$ cat src/rtl/uart_tx_cfg.sv
// Configurable UART transmitter: start bit, DATA_BITS payload LSB first, optional parity, STOP_BITS stop bits.
// Build option: define UART_TX_PARITY_EN to insert a parity bit (even, or odd when PARITY_ODD=1) after the payload.
module uart_tx_cfg #(
  parameter int unsigned CLK_FREQ   = 50_000_000,
  parameter int unsigned BAUD       = 9600,
  parameter int unsigned DATA_BITS  = 8,
  parameter int unsigned STOP_BITS  = 1,
  parameter int unsigned PARITY_ODD = 0
) (
  input  logic                 clk,
  input  logic                 rst,
  input  logic [DATA_BITS-1:0] data_in,
  input  logic                 send_go,
  output logic                 uart_tx,
  output logic                 tx_busy,
  output logic                 tx_done
);

  localparam int unsigned DIV   = CLK_FREQ / BAUD;
  localparam int unsigned CNT_W = (DIV > 1) ? $clog2(DIV) : 1;
  localparam int unsigned BIT_W = $clog2(DATA_BITS);

  localparam logic [CNT_W-1:0] DIV_LAST  = CNT_W'(DIV - 1);
  localparam logic [BIT_W-1:0] DATA_LAST = BIT_W'(DATA_BITS - 1);
  localparam logic [BIT_W-1:0] STOP_LAST = BIT_W'(STOP_BITS - 1);

  // Reject configurations the datapath cannot represent
  generate
    if (DIV < 2) begin : g_bad_div
      $error("uart_tx_cfg: CLK_FREQ/BAUD must be at least 2");
    end
    if (DATA_BITS < 5 || DATA_BITS > 8) begin : g_bad_data
      $error("uart_tx_cfg: DATA_BITS must be 5..8");
    end
    if (STOP_BITS < 1 || STOP_BITS > 2) begin : g_bad_stop
      $error("uart_tx_cfg: STOP_BITS must be 1 or 2");
    end
  endgenerate

`ifdef UART_TX_PARITY_EN
  typedef enum logic [2:0] {
    IDLE   = 3'd0,
    START  = 3'd1,
    DATA   = 3'd2,
    PARITY = 3'd3,
    STOP   = 3'd4
  } state_t;
`else
  typedef enum logic [2:0] {
    IDLE  = 3'd0,
    START = 3'd1,
    DATA  = 3'd2,
    STOP  = 3'd4
  } state_t;

  logic unused_parity_odd;
  assign unused_parity_odd = 1'(PARITY_ODD);
`endif

  state_t               state;
  state_t               state_n;
  logic [CNT_W-1:0]     div_cnt;
  logic [CNT_W-1:0]     div_n;
  logic [BIT_W-1:0]     bit_cnt;
  logic [BIT_W-1:0]     bit_n;
  logic [BIT_W-1:0]     bit_inc;
  logic [DATA_BITS-1:0] data_q;
  logic [DATA_BITS-1:0] data_n;
  logic                 tx_n;
  logic                 busy_n;
  logic                 done_n;
  logic                 div_wrap;

  assign div_wrap = (div_cnt == DIV_LAST);
  assign bit_inc  = bit_cnt + BIT_W'(1);

  // Next-state and next-output logic; every register update is decided here
  always_comb begin
    state_n = state;
    div_n   = div_cnt;
    bit_n   = bit_cnt;
    data_n  = data_q;
    tx_n    = uart_tx;
    busy_n  = tx_busy;
    done_n  = 1'b0;

    if (state != IDLE) begin
      div_n = div_wrap ? '0 : div_cnt + CNT_W'(1);
    end

    case (state)
      IDLE: begin
        tx_n   = 1'b1;
        busy_n = 1'b0;
        div_n  = '0;
        bit_n  = '0;
        if (send_go) begin
          data_n  = data_in;
          state_n = START;
          tx_n    = 1'b0;
          busy_n  = 1'b1;
        end
      end

      START: begin
        if (div_wrap) begin
          state_n = DATA;
          bit_n   = '0;
          tx_n    = data_q[0];
        end
      end

      DATA: begin
        if (div_wrap) begin
          if (bit_cnt == DATA_LAST) begin
            bit_n = '0;
`ifdef UART_TX_PARITY_EN
            state_n = PARITY;
            tx_n    = (^data_q) ^ 1'(PARITY_ODD);
`else
            state_n = STOP;
            tx_n    = 1'b1;
`endif
          end else begin
            bit_n = bit_inc;
            tx_n  = data_q[bit_inc];
          end
        end
      end

`ifdef UART_TX_PARITY_EN
      PARITY: begin
        if (div_wrap) begin
          state_n = STOP;
          bit_n   = '0;
          tx_n    = 1'b1;
        end
      end
`endif

      STOP: begin
        tx_n = 1'b1;
        if (div_wrap) begin
          // bit_cnt is reused to count stop-bit periods
          if (bit_cnt == STOP_LAST) begin
            state_n = IDLE;
            bit_n   = '0;
            busy_n  = 1'b0;
            done_n  = 1'b1;
          end else begin
            bit_n = bit_inc;
          end
        end
      end

      default: begin
        state_n = IDLE;
        div_n   = '0;
        bit_n   = '0;
        tx_n    = 1'b1;
        busy_n  = 1'b0;
      end
    endcase
  end

  // State and output registers
  always_ff @(posedge clk or posedge rst) begin
    if (rst) begin
      state   <= IDLE;
      div_cnt <= '0;
      bit_cnt <= '0;
      data_q  <= '0;
      uart_tx <= 1'b1;
      tx_busy <= 1'b0;
      tx_done <= 1'b0;
    end else begin
      state   <= state_n;
      div_cnt <= div_n;
      bit_cnt <= bit_n;
      data_q  <= data_n;
      uart_tx <= tx_n;
      tx_busy <= busy_n;
      tx_done <= done_n;
    end
  end

endmodule

$ cat config.mk
export PLATFORM = sky130hd
export DESIGN_NAME = uart_tx_cfg
export DESIGN_NICKNAME = d
export VERILOG_FILES = /design/src/rtl/uart_tx_cfg.sv
export SDC_FILE = /design/constraint.sdc
export NUM_CORES = 1
export LEC_CHECK = 0
export ABC_AREA = 1
export BUFFER_PORTS_ARGS = -buffer_cell sky130_fd_sc_hd__buf_2
export CORE_UTILIZATION = 45
export CTS_BUF_LIST = sky130_fd_sc_hd__clkbuf_8
export DETAILED_ROUTE_END_ITERATION = 6
export PLACE_DENSITY = 0.65
export SYNTH_ARGS = -nofsm -noshare
export SYNTH_HDL_FRONTEND = slang
export SYNTH_SLANG_ARGS = --single-unit
$ cat constraint.sdc
create_clock -name clk -period 1.3 [get_ports clk]
set_input_delay 0.26 -clock clk [delete_from_list [all_inputs] [get_ports clk]]
set_output_delay 0.26 -clock clk [all_outputs]
set_load 0.02 [all_outputs]
Word level (Yosys, flattened, before mapping)
Cells that the tools add are included.
{ "word_totals": {"out_inout_bits": 3, "elab_cells": 63, "register_bits": 30, "inputBits": 11} }
{ "classes": {"n_mux": 30, "magnitude_cmp": 1, "eq_ne": 12, "n_addsub": 2, "reduce_logical": 10, "bitwise": 1} }
{ "op_table": {"columns": ["cell", "count"], "rows": [
  ["13-bit 2-to-1 mux", 3],
  ["3-bit 2-to-1 mux", 11],
  ["13-bit by 1-bit adder with 13-bit output (second input constant)", 1],
  ["13-bit == test (second input constant)", 1],
  ["2-bit != test (second input constant)", 6],
  ["3-bit case mux with 4 select lines", 1],
  ["1-bit 2-to-1 mux", 11],
  ["3-bit case mux with 3 select lines", 1],
  ["3-bit == test (second input constant)", 2],
  ["3-bit zero test", 2],
  ["1-bit case mux with 3 select lines", 2],
  ["3-bit AND reduction", 2],
  ["6-bit AND reduction", 1],
  ["3-bit by 4-bit less-than comparator with 1-bit output (second input constant)", 1],
  ["2-bit AND reduction", 2],
  ["3-bit by 1-bit adder with 3-bit output (second input constant)", 1],
  ["1-bit binary-select mux with 3-bit select", 1],
  ["3-bit by 1-bit == test with 1-bit output (second input constant)", 1],
  ["3-bit by 2-bit == test with 1-bit output (second input constant)", 1],
  ["3-bit nonzero test", 1],
  ["3-bit OR reduction", 1],
  ["2-bit by 1-bit != test with 1-bit output (second input constant)", 1],
  ["2-bit OR reduction", 1],
  ["1-bit inverter", 1]
]} }

Depth between registers and ports, before layout
Gate-level depths: netlist of run 1.
{ "logic_depth": {"ltp_word": 6, "mapped_depth": 8, "mapped_depth_nobuf": 8} }

Worst setup path after synthesis of run 1
Ideal clock, no wire load.
{ "synth_timing": {"path_type": "register -> register", "start": "register bit_cnt[0]", "end": "register uart_tx", "slack_ps": -83, "arrival_ps": 1310, "path_stages_with_launch": 9, "period_less_slack_ps": 1383, "required_ps": 1227, "setup_ps": 73, "cell_sequence": "dfrtp_1 ha_1 ha_1 inv_1 nand3_1 nand3_1 nand3_1 nand2_1 a21oi_1"} }
{ "synth_between": {"elab_chain_len": 6, "elab_cells_between_ends": 7, "classes_between": "1 x add/sub; 1 x eq/ne; 5 x mux"} }
{ "synth_lines": {"columns": ["element", "line_no", "source"], "rows": [
  ["from (decl)", "64", "logic [BIT_W-1:0] bit_cnt;"],
  ["from (signal assigned)", "179", "bit_cnt <= bit_n;"],
  ["3-bit by 1-bit adder with 3-bit output", "75", "assign bit_inc = bit_cnt + BIT_W'(1);"],
  ["1-bit binary-select mux with 3-bit select", "126", "tx_n = data_q[bit_inc];"],
  ["1-bit 2-to-1 mux (not written as such)", "126", null],
  ["1-bit 2-to-1 mux (*)", "115", "if (bit_cnt == DATA_LAST) begin"],
  ["1-bit 2-to-1 mux (*)", "114", "if (div_wrap) begin"],
  ["1-bit case mux with 3 select lines (*)", "91", "case (state)"],
  ["to (signal assigned)", "181", "uart_tx <= tx_n;"],
  ["to (decl)", "14", "output logic uart_tx,"]
]} }
Every way passes the cells marked *; elsewhere a longest branch is shown, timed or not. The select of a mux whose other input is x is not followed.
A chain may end at the register's enable or synchronous reset.

Worst setup path in the final report of run 1
{ "layout_timing": {"start": "register state[1]", "end": "register bit_cnt[0]"} }
{ "layout_between": {"elab_chain_len": 3, "elab_cells_between_ends": 8, "classes_between": "6 x eq/ne; 1 x mux; 1 x reduce/logical"} }
{ "layout_lines": {"columns": ["element", "line_no", "source"], "rows": [
  ["from (decl)", "60", "state_t state;"],
  ["from (signal assigned)", "177", "state <= state_n;"],
  ["3-bit == test, or another cell as far along", "91", null],
  ["2-bit != test (no source line)", null, null],
  ["3-bit AND reduction (no source line)", null, null]
]} }
Parallel ways exist; a longest one is shown, timed or not.

==> impl_results.md, run 1 <==
- Setup Viol. Count Final: 14
- Layout Utilization: between 70 and 80%
- Min cycle time layout: about 1.4 ns
- CP Capture Type: flip-flop
- CP max FO: 3
- Yosys cell types: 28
- Worst slew margin: 82.4%
- Die area: 4020 sq um
- Post-Syn Area per Cell: around 8.7 sq um
- Final antenna-violating net count: 0
- Syn Std Cell Area: 1700 sq um
- All-Layer GR Usage: 23.0%
- Avg WL per Cell: 14.3 um
- Layout cells sized above 1: 55.9%
- First-pass GRT wire length: 7050 um
- Number of port buffers: 13
- Core Box Area: 3470 sq um
- Slew @ Worst Pin: 0.262 ns
- Setup crit start kind: flip-flop
- Power density over cell area: 861 nW/um^2
- Final setup margin: -0.0660 ns
- Leak: between 1 and 1.5 nW
- Synthesis-to-finish area growth: 47.2%
- RePlAce Congestion: 0.825
- Hpwl dp: 2910 um
- R2r startpoint: state[1]
- Req. time, crit path: roughly 1.5 ns
- Failing checks: negative setup slack
- CP startpoint: state[1]
- N_diodes: 0
- Die Ht: 63.4 um
- Clock latency on the worst-skew pair: approximately 0.28 ns
- Hold crit path type: input port to flip-flop
- Hold Path Origin: data_in[1]
- Maxcap violations: 0
- GR Overflow Total: 0
- Area share of the leading cell type in the synthesized netlist: 42.8%
- Die width: 63.4 um
- Synth area leaders: dfrtp_1 (43%), nand2_1 (8.4%), mux2_2 (5.3%)
- Nets: 268
- CTS buffer count: 5
- Unrepaired setup endpoints after global routing: yes
- Max VDD drop: just over 600 uV
- TritonCTS sink count: 30
- DR vias/cell: 5.12
- Residual DRC: 0
- H-tree levels: 2
- Fin. Hold Viols: 0
- Rows: 21
- I/O pin total: 14
- Final setup TNS: -0.354 ns
- DRT iter0 DRCs: 155
- Dpl ws: -0.110 ns
- Initial antenna violation count: 0
- Longest Clk Path Bufs: 2
- Sequential share of the synthesized area: 44.4%
- WL final: 4300 um
- Peak Freq: 732 MHz
- Final cycle utilization of the critical path: 105%
- Starting Density: 48.9%
- Mapped Nets: 210
- Total power: 2.15 mW
- Post-synth top area cell: dfrtp_1
- Outcome: finished, violations left
- Critical path data arrival time: 1.53 ns
- CTS root buf: clkbuf_8
- Synth Register Bits: 30
- Synth Warn #: 0
- Setup Crit Path Kind: flip-flop to flip-flop
- Number of cells produced by synthesis: 195
- Hold Slack: just over 0.2 ns
- Final slew viol count: 0
- Worst-path clk slew: 0.07 ns
- Vias: 1537
- Max Clock Skew: roughly 0.0048 ns
- Vias in the first global route: around 1600
- CTS tree: done
- DR pass1 iterations: 4
- Pin count of the biggest net entering global routing: 31
-- per-layer routing --
| metal | global-route usage, % | routed length, um |
|---|---|---|
| met3 | 5.07 | 126 |
| met2 | 37.9 | 2050 |
| met5 | 0 | 0 |
| met1 | 29.2 | 1970 |
| met4 | 9.09 | 153 |
-- synth_stat cells, drive strengths merged --
cell type  count
o21bai         1
nor3          13
buf            1
o21ai         10
nand4          2
nor2          19
ha             4
a21oi         10
and3           1
dfstp          1
nand3         20
nand2         45
mux2           8
dfrtp         29
inv           28
nand3b         2
nor3b          1
-- report_power, final --
part           switching [mW]  internal [mW]
Clock                   0.352          0.817
Sequential                  0          0.934
Combinational          0.0268         0.0194
Total                   0.379           1.77
-- layout make-up --
cell class	instances	area, sq um
timing repair buffer	50	369
fill	243	973
inverter	28	113
clock inverter	2	60.1
clock buffer	6	82.6
tap	46	57.6
sequential	30	753
multi-input combinational	138	1060
-- logic make-up (layout without fill, tap and decap cells) --
kind of cell    count (synthesis)  count (layout)  synth area share (%)
compound gates                 21              21                  7.01
fa+ha+maj                       4               4                  2.95
buf+inv                        29              86                  7.38
flops                          30              30                  44.4
mux                             8               8                  5.31
simple gates                  103             105                  33.0
-- cell usage in the layout, fill, tap and decap left out, drive strengths merged --
| master | synthesis | final |
|---|---|---|
| buf | 1 | 49 |
| nand2 | 45 | 47 |
| dfrtp | 29 | 29 |
| inv | 28 | 28 |
| nand3 | 20 | 20 |
| nor2 | 19 | 19 |
| nor3 | 13 | 13 |
| a21oi | 10 | 10 |
| o21ai | 10 | 10 |
| mux2 | 8 | 8 |
| clkbuf | 0 | 6 |
| ha | 4 | 4 |
| nand4 | 2 | 2 |
| bufinv | 0 | 2 |
| nand3b | 2 | 2 |
| nor3b | 1 | 1 |
| and3 | 1 | 1 |
| o21bai | 1 | 1 |
| dlygate4sd3 | 0 | 1 |
| dfstp | 1 | 1 |
-- sequential cells by signal, summed over array words and instances, names as in the netlist --
name and flops:
data_q 8, div_cnt 13, uart_tx 1, tx_done 1
bit_cnt 3, state 3, tx_busy 1
-- timing repair --
action | CTS | global route
buffers inserted | 6 | 2
pin swaps | 15 | 19
hold endpoints to repair | 1 | 0
gates cloned | 1 | 1
gates resized for setup | 26 | 36
hold buffers | 1 | 0
setup endpoints to repair | 25 | 29
-- stage by stage --
| step | area [sq um] | std cells |
|---|---|---|
| floorplan | 1710 | 195 |
| global placement | 2040 | 281 |
| detailed placement | 2040 | 281 |
| CTS | 2340 | 297 |
| global route | 2490 | 300 |
| finish | 2490 | 300 |
-- path summary, 6_finish.rpt --
path                              end  depth (start not counted)  slack, ns
hold / removal              data_q[1]                          2       0.20
setup reg to reg           bit_cnt[0]                          8      -0.07
max in group asynchronous     uart_tx                          4       0.52
hold reg to reg               tx_busy                          2       0.50
setup / recovery           bit_cnt[0]                          8      -0.07
min in group asynchronous  div_cnt[0]                          4       0.54
-- critical path, stage by stage, from the launching register on --
cell and delay [ns]:
dfrtp_1 0.41, buf_4 0.15, nand3_2 0.11, buf_4 0.14
inv_1 0.05, nand2_1 0.14, nand2_2 0.08, nand3_1 0.09
o21ai_1 0.07
(Power assumes the default switching activity.)
==> run 2: changes to the inputs <==
--- a/config.mk
+++ b/config.mk
@@ -9,6 +9,7 @@
 export BUFFER_PORTS_ARGS = -buffer_cell sky130_fd_sc_hd__buf_2
 export CORE_UTILIZATION = 45
 export CTS_BUF_LIST = sky130_fd_sc_hd__clkbuf_8
+export CTS_CLUSTER_SIZE = 10
 export DETAILED_ROUTE_END_ITERATION = 6
 export PLACE_DENSITY = 0.65
 export SYNTH_ARGS = -nofsm -noshare
==> constraint.sdc (replaced) <==
create_clock -name clk -period 1.1 [get_ports clk]
set_input_delay 0.22 -clock clk [delete_from_list [all_inputs] [get_ports clk]]
set_output_delay 0.22 -clock clk [all_outputs]
set_load 0.02 [all_outputs]
==> run 2 against run 1 <==
The run still ends with negative setup slack left. Cell area up 13%. Combinational power up 18%. Total power up 8.1%. Routed wire length up 29%. Non-clock buffer count up 22. Highest routed layer unchanged.
==> impl_results.md, run 2 (synthesis gave the netlist of run 1 again) <==
- Max VDD drop: 953 uV (was 622 uV)
- RePlAce Congestion: 0.873 (was 0.825)
- Unrepaired setup endpoints after global routing: yes (unchanged)
- Final setup margin: -0.319 ns (was -0.0660 ns)
- Vias in the first global route: 1781 (was 1591)
- Max incr delay on CP: 0.39 ns (was 0.41 ns)
- Maxcap violations: 0 (unchanged)
- DRT iter0 DRCs: 103 (was 155)
- H-tree levels: 2 (unchanged)
- Setup Crit Path Kind: flip-flop to flip-flop (unchanged)
- Fill cells: 210 (was 243)
- Layout Utilization: 81.0% (was 71.9%)
- Residual DRC: 0 (unchanged)
- All-Layer GR Usage: 27.3% (was 23.0%)
- Setup crit start kind: flip-flop (unchanged)
- GR Overflow Total: 0 (unchanged)
- Final slew viol count: 0 (unchanged)
- Biggest regs: div_cnt x13, data_q x8 (unchanged)
- Most flops, register: div_cnt (unchanged)
- CP Capture Type: flip-flop (unchanged)
- Max Clock Skew: 0.00551 ns (was 0.00482 ns)
- Leak: 1.34 nW (was 1.20 nW)
- Die area: 4020 sq um (unchanged)
- Reg2Reg Depth: 7 (was 8)
- Final cycle utilization of the critical path: 129% (was 105%)
- CP max FO: 4 (was 3)
- Die Ht: 63.4 um (unchanged)
- Fin. Hold Viols: 0 (unchanged)
- Failing checks: negative setup slack (unchanged)
- First-pass GRT wire length: 8270 um (was 7050 um)
- Layout cells sized above 1: 63.0% (was 55.9%)
- DR pass1 iterations: 4 (unchanged)
- Worst slew margin: 79.4% (was 82.4%)
- Avg WL per Cell: 17.2 um (was 14.3 um)
- WL final: 5540 um (was 4300 um)
- CTS buffer count: 5 (unchanged)
- Worst-path clk slew: 0.07 ns (about the same)
- Worst R2R Setup Slack: -0.32 ns (was -0.07 ns)
- Nets: 290 (was 268)
- Rows: 21 (unchanged)
- Core Box Area: 3470 sq um (unchanged)
- Hpwl dp: 2830 um (was 2910 um)
- Slew @ Worst Pin: 0.308 ns (was 0.262 ns)
- Vias: 1763 (was 1537)
- Final antenna-violating net count: 0 (unchanged)
- Slowest CP cell: dfrtp_1 (unchanged)
- Critical path data arrival time: 1.64 ns (was 1.53 ns)
- Setup Viol. Count Final: 31 (was 14)
- CTS tree: done (unchanged)
- Worst Hold Path Cells: 2 (unchanged)
- Die width: 63.4 um (unchanged)
- Initial antenna violation count: 0 (unchanged)
- Peak Freq: 705 MHz (was 732 MHz)
- TritonCTS sink count: 30 (unchanged)
- Starting Density: 48.9% (unchanged)
- Max reg flops: 13 (unchanged)
- Worst-path cell chain: ha_4 > nand2_8 > nor2_4 > nand3_4 > buf_6 > a21oi_1 > a21oi_2 (was buf_4 > nand3_2 > buf_4 > inv_1 > nand2_1 > nand2_2 > nand3_1 > o21ai_1)
- Footprint of the multi-input gates: 1190 sq um (was 1060 sq um)
- Outcome: finished, violations left (unchanged)
- Sequential cell area: 753 sq um (unchanged)
- Most frequent cells in the layout: buf_4 (46), dfrtp_1 (28), nand2_1 (23) (was buf_4 (32), nand2_1 (29), dfrtp_1 (28))
- Clock latency on the worst-skew pair: 0.29 ns (was 0.28 ns)
- Req. time, crit path: 1.32 ns (was 1.47 ns)
- N_diodes: 0 (unchanged)
- Power density over cell area: 827 nW/um^2 (was 861 nW/um^2)
- Most common cell after layout, fill and taps aside: buf_4 (unchanged)
- Longest Clk Path Bufs: 2 (unchanged)
- DR vias/cell: 5.48 (was 5.12)
- CTS root buf: clkbuf_8 (unchanged)
- I/O pin total: 14 (unchanged)
- Placed cell area: 2180 sq um (was 2040 sq um)
- Min cycle time layout: 1.42 ns (was 1.37 ns)
- Number of port buffers: 13 (unchanged)
- Hold crit path type: input port to flip-flop (unchanged)
- Pin count of the biggest net entering global routing: 31 (unchanged)
- Finished Cell Area: 2810 sq um (was 2490 sq um)
- Synthesis-to-finish area growth: 65.7% (was 47.2%)
[run 2: cell count changes in the layout (fill, tap and decap cells not counted), moves of 4 or more]
cell and delta:
a21oi_2 -4, nand2_1 -6, buf_6 +8, buf_4 +14
[run 2: path summary, 6_finish.rpt]
| path | start | endpoint |
|---|---|---|
| max | div_cnt[1] | uart_tx |
| min | data_in[4] | data_q[4] |
| max reg2reg | div_cnt[1] | uart_tx |
| min reg2reg | data_q[7] | data_q[7] |
| max in group asynchronous | rst | uart_tx |
| min in group asynchronous | rst | data_q[7] |
[run 2: report_power, final]
group | total (mW) | switching (mW) | leakage [nW] | internal [mW]
clock | 1.17 | 0.438 | 0.0626 | 0.728
combinational | 0.0547 | 0.0319 | 0.888 | 0.0228
sequential | 1.10 | 0 | 0.389 | 1.10
total | 2.32 | 0.469 | 1.34 | 1.85
[run 2: what timing repair did]
item	4_1_cts	5_1_grt
hold buffers	1	0
hold endpoints to repair	29	0
endpoints found under the setup margin	31	31
gates cloned	2	0
gates resized for setup	57	31
pin swaps	22	23
buffers inserted	13	6
[run 2: metal layers]
metal | global-route usage [%] | share of wire [%] | vias up
li1 | - | - | 804
met1 | 31.9 | 38 | 845
met2 | 47.3 | 51 | 86
met3 | 6.16 | 7.4 | 28
met4 | 11.6 | 4.1 | 0
met5 | 0 | 0 | -
[run 2: critical path: cells and delay by family, from the launching register on]
family	cells	cell delay (ns)
flops	1	0.39
compound gates	2	0.32
fa+ha+maj	1	0.19
simple gates	3	0.30
buf+inv	1	0.15
[run 2: layout make-up]
cell class,count,area share (%)
clock buffer,6,2.94
clock inverter,2,1.20
inverter,28,4.01
multi-input combinational,138,42.4
sequential,30,26.8
tap,46,2.05
timing repair buffer,72,20.6
[run 2: through the flow]
step           cells  hold slack, ns  setup TNS, ns  worst slack [ns]  power [mW]
6_report         322           0.157          -6.49            -0.319        2.32
4_1_cts          317           0.158          -5.25            -0.317        2.34
5_1_grt          322           0.154          -7.93            -0.372        2.40
2_1_floorplan    195           0.310          -2.77            -0.228        1.14
3_5_place_dp     294           0.276          -5.13            -0.342        1.18
3_3_place_gp     294           0.268          -4.12            -0.247        1.17
==> run 3: changes to the inputs <==
--- a/config.mk
+++ b/config.mk
@@ -11,7 +11,7 @@
 export CTS_BUF_LIST = sky130_fd_sc_hd__clkbuf_8
 export CTS_CLUSTER_SIZE = 10
 export DETAILED_ROUTE_END_ITERATION = 6
-export PLACE_DENSITY = 0.65
+export PLACE_DENSITY = 0.63
 export SYNTH_ARGS = -nofsm -noshare
 export SYNTH_HDL_FRONTEND = slang
 export SYNTH_SLANG_ARGS = --single-unit
==> constraint.sdc (replaced) <==
create_clock -name clk -period 1.8 [get_ports clk]
set_input_delay 0.36 -clock clk [delete_from_list [all_inputs] [get_ports clk]]
set_output_delay 0.36 -clock clk [all_outputs]
set_load 0.02 [all_outputs]
==> run 3 against run 2 <==
Clock power is 59% lower. Global-route usage is 7.0 points lower. Sequential share of layout area is 13 points higher. Register-to-register slack better by 0.53 ns. Final cell count is 19% lower. The run now ends clean. Cell area is 33% lower. Worst hold slack worse by 0.0054 ns. Clock-buffer cell count is 1 lower. Routed wire length is 39% lower. Critical path depth is 1 higher.
==> impl_results.md, run 3 (synthesis gave the netlist of run 1 again) <==
- Outcome: completed (was finished, violations left)
- Residual DRC: 0 (unchanged)
- GR Overflow Total: 0 (unchanged)
- Final slew viol count: 0 (unchanged)
- Most flops, register: div_cnt (unchanged)
- Placed cell area: 1810 sq um (was 2180 sq um)
- Critical path data arrival time: 1.80 ns (was 1.64 ns)
- CTS root buf: clkbuf_8 (unchanged)
- Biggest regs: div_cnt x13, data_q x8 (unchanged)
- Maxcap violations: 0 (unchanged)
- Busiest grt layer: met2 (unchanged)
- Sw Share: 20.6% (was 20.2%)
- Setup Fix Bufs, Post-CTS: 0 (was 13)
- WL final: 3400 um (was 5540 um)
- Most frequent cells in the layout: nand2_1 (38), dfrtp_1 (29), inv_1 (24) (was buf_4 (46), dfrtp_1 (28), nand2_1 (23))
- Max reg flops: 13 (unchanged)
- Seq pwr share: 57.1% (was 47.5%)
- RePlAce Congestion: 0.848 (was 0.873)
- Die area: 4020 sq um (unchanged)
- Worst R2R Setup Slack: 0.21 ns (was -0.32 ns)
- Vias in the first global route: 1406 (was 1781)
- Die Ht: 63.4 um (unchanged)
- CP max FO: 6 (was 4)
- Reg2Reg Depth: 8 (was 7)
- Dpl ws: 0.210 ns (was -0.342 ns)
- First-pass GRT wire length: 6150 um (was 8270 um)
- CP Capture Type: flip-flop (unchanged)
- Synthesis-to-finish area growth: 11.0% (was 65.7%)
- Nets: 230 (was 290)
- DR pass1 iterations: 4 (unchanged)
- Die width: 63.4 um (unchanged)
- Power density over cell area: 628 nW/um^2 (was 827 nW/um^2)
- N_diodes: 0 (unchanged)
- Min cycle time layout: 1.59 ns (was 1.42 ns)
- DRT iter0 DRCs: 68 (was 103)
- CTS tree: done (unchanged)
- Pint: 938 uW (was 1.85 mW)
- Max VDD drop: 538 uV (was 953 uV)
- Clk pwr share: 40.7% (was 50.2%)
- Layout cells sized above 1: 27.4% (was 63.0%)
- Unrepaired setup endpoints after global routing: no (was yes)
- I/O pin total: 14 (unchanged)
- Number of port buffers: 13 (unchanged)
- Longest Clk Path Bufs: 2 (unchanged)
- H-tree levels: 2 (unchanged)
- Post-Layout Cell Count: 261 (was 322)
- Avg WL per Cell: 13.0 um (was 17.2 um)
- Hpwl dp: 2620 um (was 2830 um)
- Fin. Hold Viols: 0 (unchanged)
- Final antenna-violating net count: 0 (unchanged)
- CTS buffer count: 5 (unchanged)
- TritonCTS sink count: 30 (unchanged)
- Rows: 21 (unchanged)
- Vias: 1356 (was 1763)
- Inst Count DP: 254 (was 294)
- Final setup margin: 0.213 ns (was -0.319 ns)
- Final cycle utilization of the critical path: 88.2% (was 129%)
- Met3 Resource Use GR: 6.34% (was 6.16%)
- Initial antenna violation count: 0 (unchanged)
- All-Layer GR Usage: 20.3% (was 27.3%)
- Worst slew margin: 74.7% (was 79.4%)
- Setup Crit Path Kind: flip-flop to flip-flop (unchanged)
- Worst-path clk slew: 0.06 ns (was 0.07 ns)
- M1 GR Usage: 21.5% (was 31.9%)
- Finished Cell Area: 1880 sq um (was 2810 sq um)
- Starting Density: 48.9% (unchanged)
- Pin count of the biggest net entering global routing: 31 (unchanged)
- Max Clock Skew: 0.00609 ns (was 0.00551 ns)
- Switching power: 244 uW (was 469 uW)
- Cts hold-fix bufs: 0 (was 1)
- Setup crit start kind: flip-flop (unchanged)
- Setup Viol. Count Final: 0 (was 31)
- Leak: 0.932 nW (was 1.34 nW)
- Most common cell after layout, fill and taps aside: nand2_1 (was buf_4)
- Slew @ Worst Pin: 0.380 ns (was 0.308 ns)
- DR vias/cell: 5.20 (was 5.48)
- PostCTS Resize Cnt: 0 (was 57)
- Req. time, crit path: 2.01 ns (was 1.32 ns)
- Comb power frac: 2.2% (was 2.4%)
- Peak Freq: 630 MHz (was 705 MHz)
- Core Box Area: 3470 sq um (unchanged)
- Final setup TNS: 0 ns (was -6.49 ns)
- Clock latency on the worst-skew pair: 0.28 ns (was 0.29 ns)
- Hold crit path type: input port to async pin (was input port to flip-flop)
- Grt met2 use: 35.6% (was 47.3%)
-- run 3: cell count changes in the layout (fill, tap and decap cells not counted), moves of 5 or more --
cell     delta
nand2_4     -5
nor2_4      -6
buf_6      -11
nand2_1    +15
nand2_2     -9
nor3_1      +6
nand3_4     -5
nor2_1      +8
nand3_1     +8
inv_1       +6
buf_4      -45
-- run 3: per-stage QoR --
| step | total power, mW | hold WS [ns] | util (%) |
|---|---|---|---|
| global placement | 0.713 | 0.445 | 52.1 |
| finish | 1.18 | 0.152 | 54.3 |
| CTS | 1.20 | 0.160 | 54.3 |
| floorplan | 0.697 | 0.429 | - |
| detailed placement | 0.714 | 0.456 | 52.1 |
| global route | 1.23 | 0.181 | 54.3 |
-- run 3: final cells by class --
type | count | area (sq um)
clock inverters | 2 | 7.51
inverters | 28 | 105
well taps | 46 | 57.6
fillers | 342 | 1590
multi-input cells | 136 | 818
flip-flops and latches | 30 | 752
clock buffers | 5 | 68.8
repair buffers | 14 | 72.6
-- run 3: path summary, 6_finish.rpt --
kind	start	endpoint
max in group asynchronous	rst	uart_tx
max	bit_cnt[0]	uart_tx
min in group clk	data_in[2]	data_q[2]
min	rst	div_cnt[8]
min reg2reg	div_cnt[0]	div_cnt[0]
max reg2reg	bit_cnt[0]	uart_tx
-- run 3: per-layer routing --
metal | vias up | share of wire, %
li1 | 670 | -
met1 | 642 | 41
met2 | 33 | 53
met3 | 11 | 3.9
met4 | 0 | 2.3
met5 | - | 0
-- run 3: power groups by stage --
stage               registers [mW]  logic [mW]  clock network (mW)
finish                       0.675      0.0256               0.481
global route                 0.674      0.0301               0.527
CTS                          0.675      0.0271               0.496
detailed placement           0.687      0.0271                   0
global placement             0.687      0.0261                   0
floorplan                    0.687      0.0105                   0
-- run 3: critical path: stages, from the launching register on --
cell     delay (ns)
dfrtp_1        0.44
ha_1           0.23
ha_1           0.33
inv_1          0.09
nand3_1        0.08
nand3_1        0.07
nand3_1        0.09
nand2_1        0.06
a21oi_1        0.13
